<file path="src/rtl/onewire_pkg.sv">
// Shared 1-Wire definitions: slave states, DS18B20 command bytes, bus timing
// and the fixed scratchpad bytes, plus the Dallas CRC-8 single-bit step.
package onewire_pkg;

    typedef enum logic [2:0] {
        ST_IDLE,
        ST_PRES_WAIT,
        ST_PRESENCE,
        ST_ROM_CMD,
        ST_FUNC_CMD,
        ST_CONVERT,
        ST_READ_SP
    } ow_state_t;

    localparam logic [7:0] CMD_SKIP_ROM  = 8'hCC;
    localparam logic [7:0] CMD_CONVERT_T = 8'h44;
    localparam logic [7:0] CMD_READ_SP   = 8'hBE;

    localparam int T_RESET_US     = 480;
    localparam int T_PRES_WAIT_US = 30;
    localparam int T_PRESENCE_US  = 120;
    localparam int T_SLOT_US      = 30;

    localparam logic [15:0] TEMP_POWER_ON = 16'h0550;
    localparam logic [7:0]  SP_TH         = 8'h4B;
    localparam logic [7:0]  SP_TL         = 8'h46;
    localparam logic [7:0]  SP_CONFIG     = 8'h7F;
    localparam logic [7:0]  SP_RSVD0      = 8'hFF;
    localparam logic [7:0]  SP_RSVD1      = 8'h0C;
    localparam logic [7:0]  SP_RSVD2      = 8'h10;

    // Reflected x^8+x^5+x^4+1: shift right, fold 0x8C in when the outgoing bit differs
    function automatic logic [7:0] crc8_step(input logic [7:0] crc, input logic din);
        logic fb;
        fb = crc[0] ^ din;
        return {1'b0, crc[7:1]} ^ (fb ? 8'h8C : 8'h00);
    endfunction

endpackage

</file>
<file path="src/rtl/onewire_crc8.sv">
// Serial Dallas CRC-8, one data bit per enabled cycle, LSB-first order.
module onewire_crc8
    import onewire_pkg::*;
(
    input  logic       clk,
    input  logic       rst_n,
    input  logic       clr,
    input  logic       en,
    input  logic       bit_in,
    output logic [7:0] crc
);

    // Clear has priority so a new scratchpad read always starts from 0x00
    always_ff @(posedge clk or negedge rst_n) begin
        if (!rst_n) begin
            crc <= 8'h00;
        end else if (clr) begin
            crc <= 8'h00;
        end else if (en) begin
            crc <= crc8_step(crc, bit_in);
        end
    end

endmodule

</file>
<file path="src/rtl/onewire_ds18b20_slave.sv">
// DS18B20-subset 1-Wire responder: reset/presence, Skip ROM, Convert T and
// Read Scratchpad, with a serial CRC over the transmitted scratchpad bytes.
module onewire_ds18b20_slave
    import onewire_pkg::*;
#(
    parameter int CLKS_PER_US = 12,
    parameter int CONV_US     = 750000
) (
    input  logic               clk,
    input  logic               rst_n,
    input  logic               I_ONE_WIRE,
    output logic               O_ONE_WIRE,
    input  logic signed [15:0] I_TEMP,
    output logic               O_CONVERT_START,
    output logic               O_BUSY,
    output logic [7:0]         O_CMD,
    output logic               O_CMD_VALID
);

    localparam int PRE_W  = (CLKS_PER_US > 1) ? $clog2(CLKS_PER_US) : 1;
    localparam int CONV_W = $clog2(CONV_US + 1);

    logic              sync_p0, sync_p1, line_p2;
    logic [PRE_W-1:0]  pre_cnt;
    logic              us_tick;
    logic [9:0]        low_us;
    logic [1:0]        mask_cnt;
    logic              edge_mask, fall, rise, bus_reset;

    ow_state_t         state;
    logic [7:0]        slot_us;
    logic              slot_pending;
    logic [2:0]        bit_cnt;
    logic [6:0]        shreg;
    logic [7:0]        next_byte;
    logic              sample_now;
    logic [6:0]        rd_idx;
    logic [CONV_W-1:0] conv_cnt;
    logic signed [15:0] temp_reg;
    logic signed [15:0] sp_temp;
    logic [7:0]        tx_byte;
    logic              tx_bit;
    logic              crc_clr, crc_en;
    logic [7:0]        crc_val;

    // Two-flop synchronizer plus one delayed copy for edge detection
    always_ff @(posedge clk or negedge rst_n) begin
        if (!rst_n) begin
            sync_p0 <= 1'b1;
            sync_p1 <= 1'b1;
            line_p2 <= 1'b1;
        end else begin
            sync_p0 <= I_ONE_WIRE;
            sync_p1 <= sync_p0;
            line_p2 <= sync_p1;
        end
    end

    assign us_tick = (pre_cnt == PRE_W'(CLKS_PER_US - 1));

    // Free-running microsecond prescaler
    always_ff @(posedge clk or negedge rst_n) begin
        if (!rst_n) pre_cnt <= '0;
        else if (us_tick) pre_cnt <= '0;
        else pre_cnt <= pre_cnt + PRE_W'(1);
    end

    // Edges we cause ourselves stay invisible until our release has propagated
    always_ff @(posedge clk or negedge rst_n) begin
        if (!rst_n) mask_cnt <= 2'd0;
        else if (!O_ONE_WIRE) mask_cnt <= 2'd2;
        else if (mask_cnt != 2'd0) mask_cnt <= mask_cnt - 2'd1;
    end

    assign edge_mask = !O_ONE_WIRE || (mask_cnt != 2'd0);
    assign fall      = line_p2 && !sync_p1 && !edge_mask;
    assign rise      = !line_p2 && sync_p1 && !edge_mask;
    assign bus_reset = rise && (low_us >= 10'(T_RESET_US));

    // Low-time counter: held at zero while high, saturates at 1023 us
    always_ff @(posedge clk or negedge rst_n) begin
        if (!rst_n) low_us <= 10'd0;
        else if (sync_p1 || fall) low_us <= 10'd0;
        else if (us_tick && low_us != 10'd1023) low_us <= low_us + 10'd1;
    end

    assign next_byte  = {sync_p1, shreg};
    assign sample_now = slot_pending && (slot_us >= 8'(T_SLOT_US));

    // Scratchpad byte selected by the read-slot index; past byte 8 the line idles high
    always_comb begin
        tx_byte = 8'hFF;
        case (rd_idx[6:3])
            4'd0:    tx_byte = sp_temp[7:0];
            4'd1:    tx_byte = sp_temp[15:8];
            4'd2:    tx_byte = SP_TH;
            4'd3:    tx_byte = SP_TL;
            4'd4:    tx_byte = SP_CONFIG;
            4'd5:    tx_byte = SP_RSVD0;
            4'd6:    tx_byte = SP_RSVD1;
            4'd7:    tx_byte = SP_RSVD2;
            4'd8:    tx_byte = crc_val;
            default: tx_byte = 8'hFF;
        endcase
    end

    assign tx_bit  = (state == ST_CONVERT) ? !O_BUSY : tx_byte[rd_idx[2:0]];
    assign crc_en  = fall && (state == ST_READ_SP) && (rd_idx < 7'd64);
    assign crc_clr = sample_now && (bit_cnt == 3'd7) && (state == ST_FUNC_CMD)
                     && (next_byte == CMD_READ_SP);

    onewire_crc8 u_crc (
        .clk    (clk),
        .rst_n  (rst_n),
        .clr    (crc_clr),
        .en     (crc_en),
        .bit_in (tx_bit),
        .crc    (crc_val)
    );

    // Protocol FSM with slot timing, conversion timer and registered outputs
    always_ff @(posedge clk or negedge rst_n) begin
        if (!rst_n) begin
            state           <= ST_IDLE;
            O_ONE_WIRE      <= 1'b1;
            O_CONVERT_START <= 1'b0;
            O_BUSY          <= 1'b0;
            O_CMD           <= 8'h00;
            O_CMD_VALID     <= 1'b0;
            slot_us         <= 8'd0;
            slot_pending    <= 1'b0;
            bit_cnt         <= 3'd0;
            shreg           <= 7'd0;
            rd_idx          <= 7'd0;
            conv_cnt        <= '0;
            temp_reg        <= TEMP_POWER_ON;
            sp_temp         <= TEMP_POWER_ON;
        end else begin
            O_CMD_VALID     <= 1'b0;
            O_CONVERT_START <= 1'b0;
            if (us_tick && slot_us != 8'hFF) slot_us <= slot_us + 8'd1;

            // Conversion runs independently of the bus protocol, bus resets included
            if (O_BUSY) begin
                if (conv_cnt == CONV_W'(CONV_US)) begin
                    O_BUSY   <= 1'b0;
                    temp_reg <= I_TEMP;
                end else if (us_tick) begin
                    conv_cnt <= conv_cnt + CONV_W'(1);
                end
            end

            if (bus_reset) begin
                state        <= ST_PRES_WAIT;
                O_ONE_WIRE   <= 1'b1;
                slot_us      <= 8'd0;
                slot_pending <= 1'b0;
                bit_cnt      <= 3'd0;
                rd_idx       <= 7'd0;
            end else begin
                case (state)
                    ST_IDLE: ;
                    ST_PRES_WAIT: begin
                        if (slot_us >= 8'(T_PRES_WAIT_US)) begin
                            state      <= ST_PRESENCE;
                            O_ONE_WIRE <= 1'b0;
                            slot_us    <= 8'd0;
                        end
                    end
                    ST_PRESENCE: begin
                        if (slot_us >= 8'(T_PRESENCE_US)) begin
                            state        <= ST_ROM_CMD;
                            O_ONE_WIRE   <= 1'b1;
                            bit_cnt      <= 3'd0;
                            slot_pending <= 1'b0;
                        end
                    end
                    ST_ROM_CMD, ST_FUNC_CMD: begin
                        if (fall) begin
                            slot_pending <= 1'b1;
                            slot_us      <= 8'd0;
                        end else if (sample_now) begin
                            shreg        <= next_byte[7:1];
                            bit_cnt      <= bit_cnt + 3'd1;
                            slot_pending <= 1'b0;
                            if (bit_cnt == 3'd7) begin
                                O_CMD       <= next_byte;
                                O_CMD_VALID <= 1'b1;
                                if (state == ST_ROM_CMD) begin
                                    state <= (next_byte == CMD_SKIP_ROM) ? ST_FUNC_CMD : ST_IDLE;
                                end else if (next_byte == CMD_CONVERT_T) begin
                                    O_CONVERT_START <= 1'b1;
                                    O_BUSY          <= 1'b1;
                                    conv_cnt        <= '0;
                                    state           <= ST_CONVERT;
                                end else if (next_byte == CMD_READ_SP) begin
                                    sp_temp <= temp_reg;
                                    rd_idx  <= 7'd0;
                                    state   <= ST_READ_SP;
                                end else begin
                                    state <= ST_IDLE;
                                end
                            end
                        end
                    end
                    ST_CONVERT, ST_READ_SP: begin
                        if (fall) begin
                            slot_us <= 8'd0;
                            if (!tx_bit) O_ONE_WIRE <= 1'b0;
                            if (rd_idx != 7'd72) rd_idx <= rd_idx + 7'd1;
                        end else if (!O_ONE_WIRE && slot_us >= 8'(T_SLOT_US)) begin
                            O_ONE_WIRE <= 1'b1;
                        end
                    end
                    default: state <= ST_IDLE;
                endcase
            end
        end
    end

endmodule
</file>
<file path="config.mk">
export PLATFORM = sky130hd
export DESIGN_NAME = onewire_ds18b20_slave
export DESIGN_NICKNAME = d
export VERILOG_FILES = /design/src/rtl/onewire_pkg.sv /design/src/rtl/onewire_crc8.sv /design/src/rtl/onewire_ds18b20_slave.sv
export SDC_FILE = /design/constraint.sdc
export NUM_CORES = 1
export LEC_CHECK = 0
export ABC_AREA = 1
export CAP_MARGIN = 20
export CORE_MARGIN = 2
export CORE_UTILIZATION = 40
export CTS_BUF_LIST = sky130_fd_sc_hd__clkbuf_16
export DETAILED_ROUTE_END_ITERATION = 6
export PLACE_DENSITY_LB_ADDON = 0.1
export SKIP_CTS_REPAIR_TIMING = 1
export SYNTH_ARGS = -nofsm -noshare
export SYNTH_HDL_FRONTEND = slang
export SYNTH_SLANG_ARGS = --single-unit
export TNS_END_PERCENT = 100
</file>
<file path="constraint.sdc">
create_clock -name clk -period 2.8 [get_ports clk]
set_clock_uncertainty 0.2 [all_clocks]
set_input_delay 0.42 -clock clk [delete_from_list [all_inputs] [get_ports clk]]
set_output_delay 0.42 -clock clk [all_outputs]
set_load 0.02 [all_outputs]
</file>
==> results by group, run 1 <==
Outcome
  • Run status: completed

Drt
  • Routed Wire Length: 12.9 mm
  • Wire length per cell after detailed routing: 13.5 um
  • Drt first pass iters: 5
  • Count of unresolved DRC violations after routing: 0
  • Detailed-routing wirelength on met1: 6.25 mm
  • Residual antenna-violating net count after detailed routing: 0
  • WL met2: 5.85 mm
  • Vias after detailed routing: 4791
  • Top routing layer used: met4
  • Starting DRC count in detailed routing: 233
  • Drt via density: 5.01
  • Length of routed met3 wiring: between 600 and 700 um

Layout
  • Net count, final: 787
  • Number of inserted filler cells in the final layout: roughly 1400
  • Layout area overhead: 19.7%
  • Diode count: 0
  • Final core area utilization: 0.488
  • Layout cell share with drive strength beyond 1: 0.174
  • Max reg flops: 20

Worst setup path
  • CP Data Arrival Time: 2.53 ns
  • Delay of the slowest cell on the worst path: 0.61 ns
  • Data required, critical path: 2.90 ns
  • Library cell contributing the largest single delay on the critical path: sky130_fd_sc_hd__dfstp_2
  • CP bufs+invs: 2
  • Cell type group with the largest total delay on the critical path: simple AND/OR/NAND/NOR gates
  • Kind of end point of the critical path: flop
  • Critical Path Start Type: flop
  • Worst setup path class: reg -> reg
  • Cells along the critical path: nand4_1 -> nor4_2 -> buf_4 -> inv_2 -> nor3_4 -> nand4_4 -> mux2_4
  • Crit Path Max Fanout: 16

Pwr
  • Leakage power total: about 0.0033 uW
  • Net load switching power: 870 uW
  • Clock Power Share: 0.565
  • Part of the total power dissipated in sequential elements: 0.416
  • Net switching fraction of the power: 0.205
  • Internal Power: 3370 uW
  • Maximum VDD drop: 0.427 mV
  • Relative contribution of combinational cells to total power: 0.020
  • Power per unit of standard cell area: 574 nW/um^2

Timing
  • Hold violation count in the final report: 0
  • Count of endpoints failing setup in the final report: 0
  • Worst slew pin tran: 0.746 ns
  • Period Utilization, post-route: 0.866
  • Post-layout minimum cycle time: 2.42 ns
  • Unrepaired setup endpoints after global routing: no
  • Headroom to the max-slew limit: 0.500
  • Max-slew violation count: 0
  • Final total negative setup slack: 0 ns
  • Fmax: approximately 410 MHz

Floorplan
  • Die Y: 128 um
  • Floorplan Core Area: about 15000 sq um
  • Site row count: 45
  • Number of top-level pins: 31
  • Width of the chip: 128 um
  • Initial core utilization: 0.407
  • Area of the die: 16400 sq um

Synth
  • Number of register bits inferred by synthesis: 120
  • Proportion of synthesized chip area in sequential cells: 0.489
  • FFs w/ async S/R, synth: 1.00
  • Post-synthesis instance area: 6170 sq um
  • Gate count of the mapped netlist: 707
  • Number of warnings reported in the yosys synthesis log: 0
  • Number of enable-type register cells in the synthesized netlist: 0
  • Count of different cell masters after synthesis: 46
  • Net count after synthesis: roughly 740
  • Most used flip-flop cell after synthesis: sky130_fd_sc_hd__dfrtp_1
  • Average footprint of a synthesized cell: 8.73 sq um

Clock tree
  • CTS sink count: 120
  • CTS tree: done
  • Clk Tree Root Cell: sky130_fd_sc_hd__clkbuf_16
  • TritonCTS buffer count: 17
  • Clock slew at the register clock pins of the worst setup and hold paths: 0.06 ns
  • Maximum level of the CTS H-tree: 4
  • Maximum buffer depth of the clock tree: 2
  • Clk Latency, worst-skew pair: approximately 0.42 ns

Placement
  • Final weighted congestion in routability-driven placement: 0.912
  • Count of port buffers added during placement: 30
  • HPWL after detailed placement: 9.26 mm

Global route
  • Largest net degree at the start of global routing: 73
  • Global-route wire length before repair: 22.8 mm
  • Global-route total usage across every layer: 0.174
  • Antenna violations before repair: 0
  • GR Overflow Total: 0
  • Number of global-route vias before repair: 4733

Worst hold path
  • Type of the tightest min-delay check: reg -> reg

Flow run
  • Max-cap check violation count: 0
[stage by stage]
| step | power, uW | area [sq um] | std cells | setup slack, ns | hold slack (ns) |
|---|---|---|---|---|---|
| floorplan | 1810 | 6170 | 707 | 0.634 | -0.0756 |
| global route | 4380 | 7390 | 957 | 0.159 | 0.171 |
| CTS | 4300 | 7380 | 956 | 0.359 | -0.328 |
| global placement | 1880 | 6730 | 924 | 0.452 | 0.110 |
| detailed placement | 1880 | 6730 | 924 | 0.373 | 0.120 |
| finish | 4240 | 7390 | 957 | 0.375 | 0.163 |
[final timing paths]
kind / start / end / slack [ns] / cells after the start
min in group asynchronous: rst_n / low_us[7] / 0.21 / 2
max in group asynchronous: rst_n / temp_reg[10] / 1.45 / 3
hold reg to reg: sync_p0 / sync_p1 / 0.16 / 0
setup reg to reg: sync_p1 / sp_temp[11] / 0.38 / 7
setup / recovery: sync_p1 / sp_temp[11] / 0.38 / 7
hold / removal: sync_p0 / sync_p1 / 0.16 / 0
[Yosys cell counts (10+ instances only)]
cell type / instances / area share
sky130_fd_sc_hd__a21oi_1: 28 / 0.023
sky130_fd_sc_hd__dfrtp_1: 108 / 0.44
sky130_fd_sc_hd__dfstp_2: 12 / 0.051
sky130_fd_sc_hd__ha_1: 12 / 0.024
sky130_fd_sc_hd__inv_1: 83 / 0.050
sky130_fd_sc_hd__inv_2: 14 / 0.0085
sky130_fd_sc_hd__mux2_2: 22 / 0.040
sky130_fd_sc_hd__mux2_4: 10 / 0.024
sky130_fd_sc_hd__nand2_1: 118 / 0.072
sky130_fd_sc_hd__nand3_1: 62 / 0.050
sky130_fd_sc_hd__nand4_1: 11 / 0.011
sky130_fd_sc_hd__nor2_1: 70 / 0.043
sky130_fd_sc_hd__nor3_1: 24 / 0.019
sky130_fd_sc_hd__o21ai_0: 40 / 0.032
sky130_fd_sc_hd__o21ai_1: 13 / 0.011
[power by group through the flow]
| stage | Combinational, uW | Clock, uW | Sequential (uW) |
|---|---|---|---|
| after global routing | 94.9 | 2520 | 1760 |
| after floorplan | 18.2 | 0 | 1790 |
| after global placement | 84.3 | 0 | 1790 |
| after detailed placement | 86.5 | 0 | 1790 |
| after CTS | 86.7 | 2450 | 1760 |
| final | 83.4 | 2400 | 1760 |
[metal layers]
layer  vias up  GRT usage
met1      2222      0.236
met2       102      0.266
li1       2451          -
met4         0     0.0588
met3        16     0.0526
met5         -          0
[cell families (layout without fill, tap and decap cells)]
logic type,count (synthesis),after routing,synth area share
compound gates,104,104,0.0951
buf+inv,109,171,0.0708
flops,120,120,0.489
simple gates,322,322,0.245
mux,32,32,0.0645
xor+xnor,8,8,0.0114
fa+ha+maj,12,12,0.0243
[layout by cell type (no fill, tap or decap), types with 13 or more instances in the layout]
master / netlist / final
sky130_fd_sc_hd__a21oi_1: 28 / 28
sky130_fd_sc_hd__clkbuf_16: 0 / 17
sky130_fd_sc_hd__clkdlybuf4s50_1: 0 / 29
sky130_fd_sc_hd__dfrtp_1: 108 / 108
sky130_fd_sc_hd__inv_1: 83 / 83
sky130_fd_sc_hd__inv_2: 14 / 14
sky130_fd_sc_hd__mux2_2: 22 / 22
sky130_fd_sc_hd__nand2_1: 118 / 118
sky130_fd_sc_hd__nand3_1: 62 / 62
sky130_fd_sc_hd__nor2_1: 70 / 70
sky130_fd_sc_hd__nor3_1: 24 / 24
sky130_fd_sc_hd__o21ai_0: 40 / 40
sky130_fd_sc_hd__o21ai_1: 13 / 13
[cell type report]
cell class	count	area (sq um)	share of cell area
sequential	120	3020	0.409
multi-input combinational	478	2720	0.368
clock buffer	17	425	0.0576
timing repair buffer	42	403	0.0545
inverter	97	364	0.0493
tap	188	235	0.0318
clock inverter	15	226	0.0307
Power figures use the tool's default switching activity.
==> inputs of run 2 (changes only) <==
--- a/config.mk
+++ b/config.mk
@@ -10,6 +10,7 @@
 export CORE_MARGIN = 2
 export CORE_UTILIZATION = 40
 export CTS_BUF_LIST = sky130_fd_sc_hd__clkbuf_16
+export CTS_CLUSTER_SIZE = 25
 export DETAILED_ROUTE_END_ITERATION = 6
 export PLACE_DENSITY_LB_ADDON = 0.1
 export SKIP_CTS_REPAIR_TIMING = 1
==> constraint.sdc (replaced) <==
create_clock -name clk -period 2.5 [get_ports clk]
set_clock_uncertainty 0.2 [all_clocks]
set_input_delay 0.375 -clock clk [delete_from_list [all_inputs] [get_ports clk]]
set_output_delay 0.375 -clock clk [all_outputs]
set_load 0.02 [all_outputs]
==> run 2 against run 1 <==
  * Utilization increased by 0.46 points
  * Count of clock-buffer cells in the layout did not move
  * Critical path depth rose by 3
==> results by group, run 2 (same netlist as run 1, synthesis figures left out) <==
Outcome
  • Run status: completed (unchanged)

Drt
  • Wire length per cell after detailed routing: 13.8 um (was 13.5 um)
  • Vias after detailed routing: 4880 (was 4791)
  • Drt via density: 5.07 (was 5.01)
  • Routed Wire Length: 13.3 mm (was 12.9 mm)
  • Starting DRC count in detailed routing: 288 (was 233)
  • Residual antenna-violating net count after detailed routing: 0 (unchanged)
  • Count of unresolved DRC violations after routing: 0 (unchanged)
  • Drt first pass iters: 5 (unchanged)

Floorplan
  • Width of the chip: 128 um (unchanged)
  • Number of top-level pins: 31 (unchanged)
  • Area of the die: 16400 sq um (unchanged)
  • Site row count: 45 (unchanged)
  • Initial core utilization: 0.407 (unchanged)
  • Die Y: 128 um (unchanged)
  • Floorplan Core Area: 15100 sq um (unchanged)

Global route
  • Largest net degree at the start of global routing: 55 (was 73)
  • GR Overflow Total: 0 (unchanged)
  • Global-route wire length before repair: 22.8 mm (about the same)
  • Number of global-route vias before repair: 4818 (was 4733)
  • Global-route total usage across every layer: 0.174 (about the same)
  • Antenna violations before repair: 0 (unchanged)

Timing
  • Unrepaired setup endpoints after global routing: yes (was no)
  • Worst slew pin tran: 0.421 ns (was 0.746 ns)
  • Headroom to the max-slew limit: 0.716 (was 0.500)
  • Count of endpoints failing setup in the final report: 0 (unchanged)
  • Hold violation count in the final report: 0 (unchanged)
  • Period Utilization, post-route: 0.939 (was 0.866)
  • Post-layout minimum cycle time: 2.35 ns (was 2.42 ns)
  • Max-slew violation count: 0 (unchanged)
  • Fmax: 426 MHz (was 412 MHz)

Worst setup path
  • Worst reg2reg endpoint: rd_idx[5] (was sp_temp[11])
  • Data required, critical path: 2.59 ns (was 2.90 ns)
  • Worst R2R Start: sync_p1 (unchanged)
  • CP Data Arrival Time: 2.44 ns (was 2.53 ns)
  • Worst setup path class: reg -> reg (unchanged)
  • Critical Path Start Type: flop (unchanged)
  • Length in cells of the worst reg-to-reg path: 10 (was 7)
  • Kind of end point of the critical path: flop (unchanged)
  • Crit Path Max Fanout: 11 (was 16)
  • R2R Setup Slk: 0.15 ns (was 0.38 ns)

Layout
  • Max reg flops: 20 (unchanged)
  • Most frequent cells in the layout: sky130_fd_sc_hd__nand2_1, sky130_fd_sc_hd__dfrtp_1, sky130_fd_sc_hd__inv_1, sky130_fd_sc_hd__nor2_1, sky130_fd_sc_hd__nand3_1 (unchanged)
  • Final core area utilization: 0.492 (was 0.488)
  • Net count, final: 793 (was 787)
  • Diode count: 0 (unchanged)
  • Most common cell after layout, fill and taps aside: sky130_fd_sc_hd__nand2_1 (unchanged)
  • Layout area overhead: 20.9% (was 19.7%)
  • Design area: 7460 sq um (was 7390 sq um)
  • Layout cell share with drive strength beyond 1: 0.186 (was 0.174)
  • Number of inserted filler cells in the final layout: 1414 (was 1420)

Pwr
  • Part of the total power dissipated in sequential elements: 0.433 (was 0.416)
  • Net load switching power: 982 uW (was 870 uW)
  • Maximum VDD drop: 0.447 mV (was 0.427 mV)
  • Leakage power total: 0.00335 uW (was 0.00331 uW)
  • Clock Power Share: 0.545 (was 0.565)
  • Relative contribution of combinational cells to total power: 0.021 (was 0.020)
  • Internal Power: 3570 uW (was 3370 uW)
  • Sum of internal, switching and leakage power: 4560 uW (was 4240 uW)
  • Net switching fraction of the power: 0.215 (was 0.205)
  • Power per unit of standard cell area: 611 nW/um^2 (was 574 nW/um^2)

Placement
  • Cell area reported after detailed placement: 6780 sq um (was 6730 sq um)
  • Final weighted congestion in routability-driven placement: 0.908 (was 0.912)
  • HPWL after detailed placement: 9.69 mm (was 9.26 mm)
  • Count of port buffers added during placement: 30 (unchanged)

Worst hold path
  • Type of the tightest min-delay check: reg -> reg (unchanged)
  • Worst Min Path Start: sync_p0 (unchanged)
  • Worst hold endpoint: sync_p1 (unchanged)
  • Hold depth: 0 (unchanged)

Clock tree
  • TritonCTS buffer count: 17 (unchanged)
  • Maximum buffer depth of the clock tree: 2 (unchanged)
  • Maximum level of the CTS H-tree: 4 (unchanged)
  • CTS sink count: 120 (unchanged)
  • Clk Tree Root Cell: sky130_fd_sc_hd__clkbuf_16 (unchanged)
  • CTS tree: done (unchanged)
  • Clock slew at the register clock pins of the worst setup and hold paths: 0.06 ns (about the same)
  • Clk Latency, worst-skew pair: 0.42 ns (about the same)

Flow run
  • Max-cap check violation count: 0 (unchanged)
==> run 2: routing by layer <==
metal | part of all wire | routed length [um] | vias up | global-route usage
met3 | 0.031 | 408 | 17 | 0.0396
met2 | 0.47 | 6280 | 73 | 0.275
met4 | 0.015 | 197 | 0 | 0.0633
li1 | - | - | 2457 | -
met5 | 0 | 0 | - | 0
met1 | 0.48 | 6410 | 2333 | 0.235
==> run 2: per-stage QoR <==
stage               instances  hold WS [ns]  TNS, ns  setup WS (ns)
finish                    963         0.164        0          0.153
global route              963         0.172  -0.0244        -0.0138
CTS                       960        -0.301        0         0.0607
detailed placement        928         0.150        0         0.0865
global placement          928         0.146        0          0.176
floorplan                 707        -0.121        0          0.334
==> run 2: worst max-delay path, cell delays in order, from the launching register on <==
cell and delay (ns):
sky130_fd_sc_hd__dfstp_2 0.60, sky130_fd_sc_hd__inv_2 0.09, sky130_fd_sc_hd__nor3_2 0.17, sky130_fd_sc_hd__o21a_2 0.27, sky130_fd_sc_hd__nor2_4 0.07, sky130_fd_sc_hd__inv_2 0.09, sky130_fd_sc_hd__nor2_1 0.08, sky130_fd_sc_hd__nor2_2 0.17
sky130_fd_sc_hd__nand2_4 0.12, sky130_fd_sc_hd__nor4_1 0.27, sky130_fd_sc_hd__nor3_1 0.08
==> run 2: worst max-delay path by stage <==
stage	start	end	slack, ns
6_report	sync_p1	rd_idx[5]	0.15
5_1_grt	mask_cnt[0]	state[1]	-0.01
4_1_cts	sync_p1	sp_temp[12]	0.06
3_5_place_dp	sync_p1	sp_temp[13]	0.09
3_3_place_gp	sync_p1	sp_temp[11]	0.18
2_1_floorplan	O_ONE_WIRE	u_crc.crc[0]	0.33
==> run 2: power by group through the flow <==
stage	clock (uW)	sequential, uW	combinational [uW]
final	2480	1970	96.3
after global routing	2630	1980	110
after CTS	2550	1970	100
after detailed placement	0	2010	100
after global placement	0	2010	96.9
after floorplan	0	2010	20.4
==> run 2: cell type report <==
class | count | area (sq um) | share of cell area
Sequential cell | 120 | 3020 | 0.405
Multi-Input combinational cell | 478 | 2750 | 0.368
Timing Repair Buffer | 48 | 485 | 0.0651
Clock buffer | 17 | 425 | 0.0570
Inverter | 97 | 369 | 0.0495
Tap cell | 188 | 235 | 0.0315
Clock inverter | 15 | 176 | 0.0237
==> inputs of run 3 (changes only) <==
--- a/config.mk
+++ b/config.mk
@@ -9,7 +9,7 @@
 export CAP_MARGIN = 20
 export CORE_MARGIN = 2
 export CORE_UTILIZATION = 40
-export CTS_BUF_LIST = sky130_fd_sc_hd__clkbuf_16
+export CTS_BUF_LIST = sky130_fd_sc_hd__clkbuf_8 sky130_fd_sc_hd__clkbuf_16
 export CTS_CLUSTER_SIZE = 25
 export DETAILED_ROUTE_END_ITERATION = 6
 export PLACE_DENSITY_LB_ADDON = 0.1
==> run 3 against run 2 <==
  * Critical path depth is the same
  * Combinational power is essentially flat
  * Sequential share of layout area down 0.11 points
  * Utilization grew 0.13 points
  * Global-route usage grew 0.11 points
  * Power rose by 1.4%
  * Flip-flop and latch count stayed put
  * First-iteration DRC count rose by 3.8%
  * Non-clock buffer count did not move
==> results by group, run 3 (same netlist as run 1, synthesis figures left out) <==
Outcome
  • Run status: completed (unchanged)

Timing
  • Worst slew pin tran: 0.421 ns (about the same)
  • Period Utilization, post-route: 0.939 (about the same)
  • Unrepaired setup endpoints after global routing: yes (unchanged)
  • Fmax: 426 MHz (about the same)
  • Count of endpoints failing setup in the final report: 0 (unchanged)
  • Post-layout minimum cycle time: 2.35 ns (about the same)
  • Headroom to the max-slew limit: 0.716 (about the same)
  • Max-slew violation count: 0 (unchanged)
  • Hold violation count in the final report: 0 (unchanged)
  • Setup ws final: 0.152 ns (was 0.153 ns)

Floorplan
  • Floorplan Core Area: 15100 sq um (unchanged)
  • Number of top-level pins: 31 (unchanged)
  • Site row count: 45 (unchanged)
  • Initial core utilization: 0.407 (unchanged)
  • Die Y: 128 um (unchanged)
  • Area of the die: 16400 sq um (unchanged)
  • Width of the chip: 128 um (unchanged)

Pwr
  • Maximum VDD drop: 0.447 mV (about the same)
  • Leakage power total: 0.00336 uW (was 0.00335 uW)
  • Power per unit of standard cell area: 618 nW/um^2 (was 611 nW/um^2)

Clock tree
  • Clock slew at the register clock pins of the worst setup and hold paths: 0.06 ns (about the same)
  • Maximum level of the CTS H-tree: 4 (unchanged)
  • Maximum buffer depth of the clock tree: 2 (unchanged)
  • TritonCTS buffer count: 17 (unchanged)
  • CTS sink count: 120 (unchanged)
  • Clk Tree Root Cell: sky130_fd_sc_hd__clkbuf_16 (unchanged)
  • CTS tree: done (unchanged)
  • Clk Latency, worst-skew pair: 0.42 ns (about the same)

Layout
  • Max reg flops: 20 (unchanged)
  • Number of inserted filler cells in the final layout: 1410 (was 1414)
  • Diode count: 0 (unchanged)
  • Final core area utilization: 0.494 (was 0.492)
  • Most frequent cells in the layout: sky130_fd_sc_hd__nand2_1, sky130_fd_sc_hd__dfrtp_1, sky130_fd_sc_hd__inv_1, sky130_fd_sc_hd__nor2_1, sky130_fd_sc_hd__nand3_1 (unchanged)
  • Net count, final: 793 (unchanged)
  • Most common cell after layout, fill and taps aside: sky130_fd_sc_hd__nand2_1 (unchanged)
  • Layout area overhead: 21.2% (was 20.9%)
  • Post-layout instance count excluding filler cells: 963 (unchanged)
  • Design area: 7480 sq um (was 7460 sq um)
  • Layout cell share with drive strength beyond 1: 0.188 (was 0.186)

Flow run
  • Max-cap check violation count: 0 (unchanged)

Placement
  • Final weighted congestion in routability-driven placement: 0.908 (unchanged)
  • Cell area reported after detailed placement: 6780 sq um (unchanged)
  • Post-Place Worst Slack: 0.0865 ns (unchanged)
  • Count of port buffers added during placement: 30 (unchanged)
  • HPWL after detailed placement: 9.69 mm (unchanged)
  • Placed insts: 928 (unchanged)

Worst setup path
  • Critical Path Start Type: flop (unchanged)
  • Data required, critical path: 2.59 ns (about the same)
  • Worst setup path class: reg -> reg (unchanged)
  • Crit Path Max Fanout: 11 (unchanged)
  • Kind of end point of the critical path: flop (unchanged)
  • R2R Setup Slk: 0.15 ns (about the same)
  • CP Data Arrival Time: 2.44 ns (about the same)

Drt
  • Drt first pass iters: 4 (was 5)
  • Wire length per cell after detailed routing: 13.8 um (about the same)
  • Routed Wire Length: 13.3 mm (about the same)
  • Starting DRC count in detailed routing: 299 (was 288)
  • Drt via density: 5.07 (unchanged)
  • Vias after detailed routing: 4880 (unchanged)
  • Count of unresolved DRC violations after routing: 0 (unchanged)
  • Residual antenna-violating net count after detailed routing: 0 (unchanged)

Global route
  • Largest net degree at the start of global routing: 55 (unchanged)
  • Global-route total usage across every layer: 0.175 (was 0.174)
  • GR Overflow Total: 0 (unchanged)
  • Antenna violations before repair: 0 (unchanged)
  • Global-route wire length before repair: 22.9 mm (was 22.8 mm)
  • Number of global-route vias before repair: 4814 (was 4818)

Worst hold path
  • Type of the tightest min-delay check: reg -> reg (unchanged)
## run 3: layout make-up
class	count	area, sq um	area share
Sequential cell	120	3020	0.404
Timing Repair Buffer	48	485	0.0649
Multi-Input combinational cell	478	2750	0.367
Tap cell	188	235	0.0315
Clock buffer	19	453	0.0606
Inverter	97	369	0.0494
Clock inverter	13	169	0.0226
## run 3: final timing paths
| kind | from | end | cells after the start |
|---|---|---|---|
| setup / recovery | sync_p1 | rd_idx[5] | 10 |
| hold / removal | sync_p0 | sync_p1 | 0 |
| setup reg to reg | sync_p1 | rd_idx[5] | 10 |
| min in group asynchronous | rst_n | low_us[5] | 2 |
| hold reg to reg | sync_p0 | sync_p1 | 0 |
| max in group asynchronous | rst_n | temp_reg[4] | 3 |
## run 3: where the power goes
group          switching, uW  internal [uW]
sequential              9.73           1960
clock                    921           1630
combinational           52.8           43.5
## run 3: metrics by stage
stage | setup TNS, ns | hold WS (ns) | total power [uW]
2_1_floorplan | 0 | -0.121 | 2030
3_3_place_gp | 0 | 0.146 | 2110
3_5_place_dp | 0 | 0.150 | 2110
4_1_cts | 0 | -0.302 | 4680
5_1_grt | -0.0250 | 0.171 | 4790
6_report | 0 | 0.165 | 4620
## run 3: per-layer routing
metal / up-vias / track usage / share of wire
li1: 2460 / - / -
met3: 13 / 0.0497 / 0.027
met1: 2341 / 0.235 / 0.49
met5: - / 0 / 0
met2: 66 / 0.275 / 0.47
met4: 0 / 0.0537 / 0.013
## run 3: worst max-delay path, cell delays in order, from the launching register on
cell                      delay [ns]
sky130_fd_sc_hd__dfstp_2        0.60
sky130_fd_sc_hd__inv_2          0.09
sky130_fd_sc_hd__nor3_2         0.17
sky130_fd_sc_hd__o21a_2         0.27
sky130_fd_sc_hd__nor2_4         0.07
sky130_fd_sc_hd__inv_2          0.09
sky130_fd_sc_hd__nor2_1         0.08
sky130_fd_sc_hd__nor2_2         0.17
sky130_fd_sc_hd__nand2_4        0.12
sky130_fd_sc_hd__nor4_1         0.27
sky130_fd_sc_hd__nor3_1         0.08
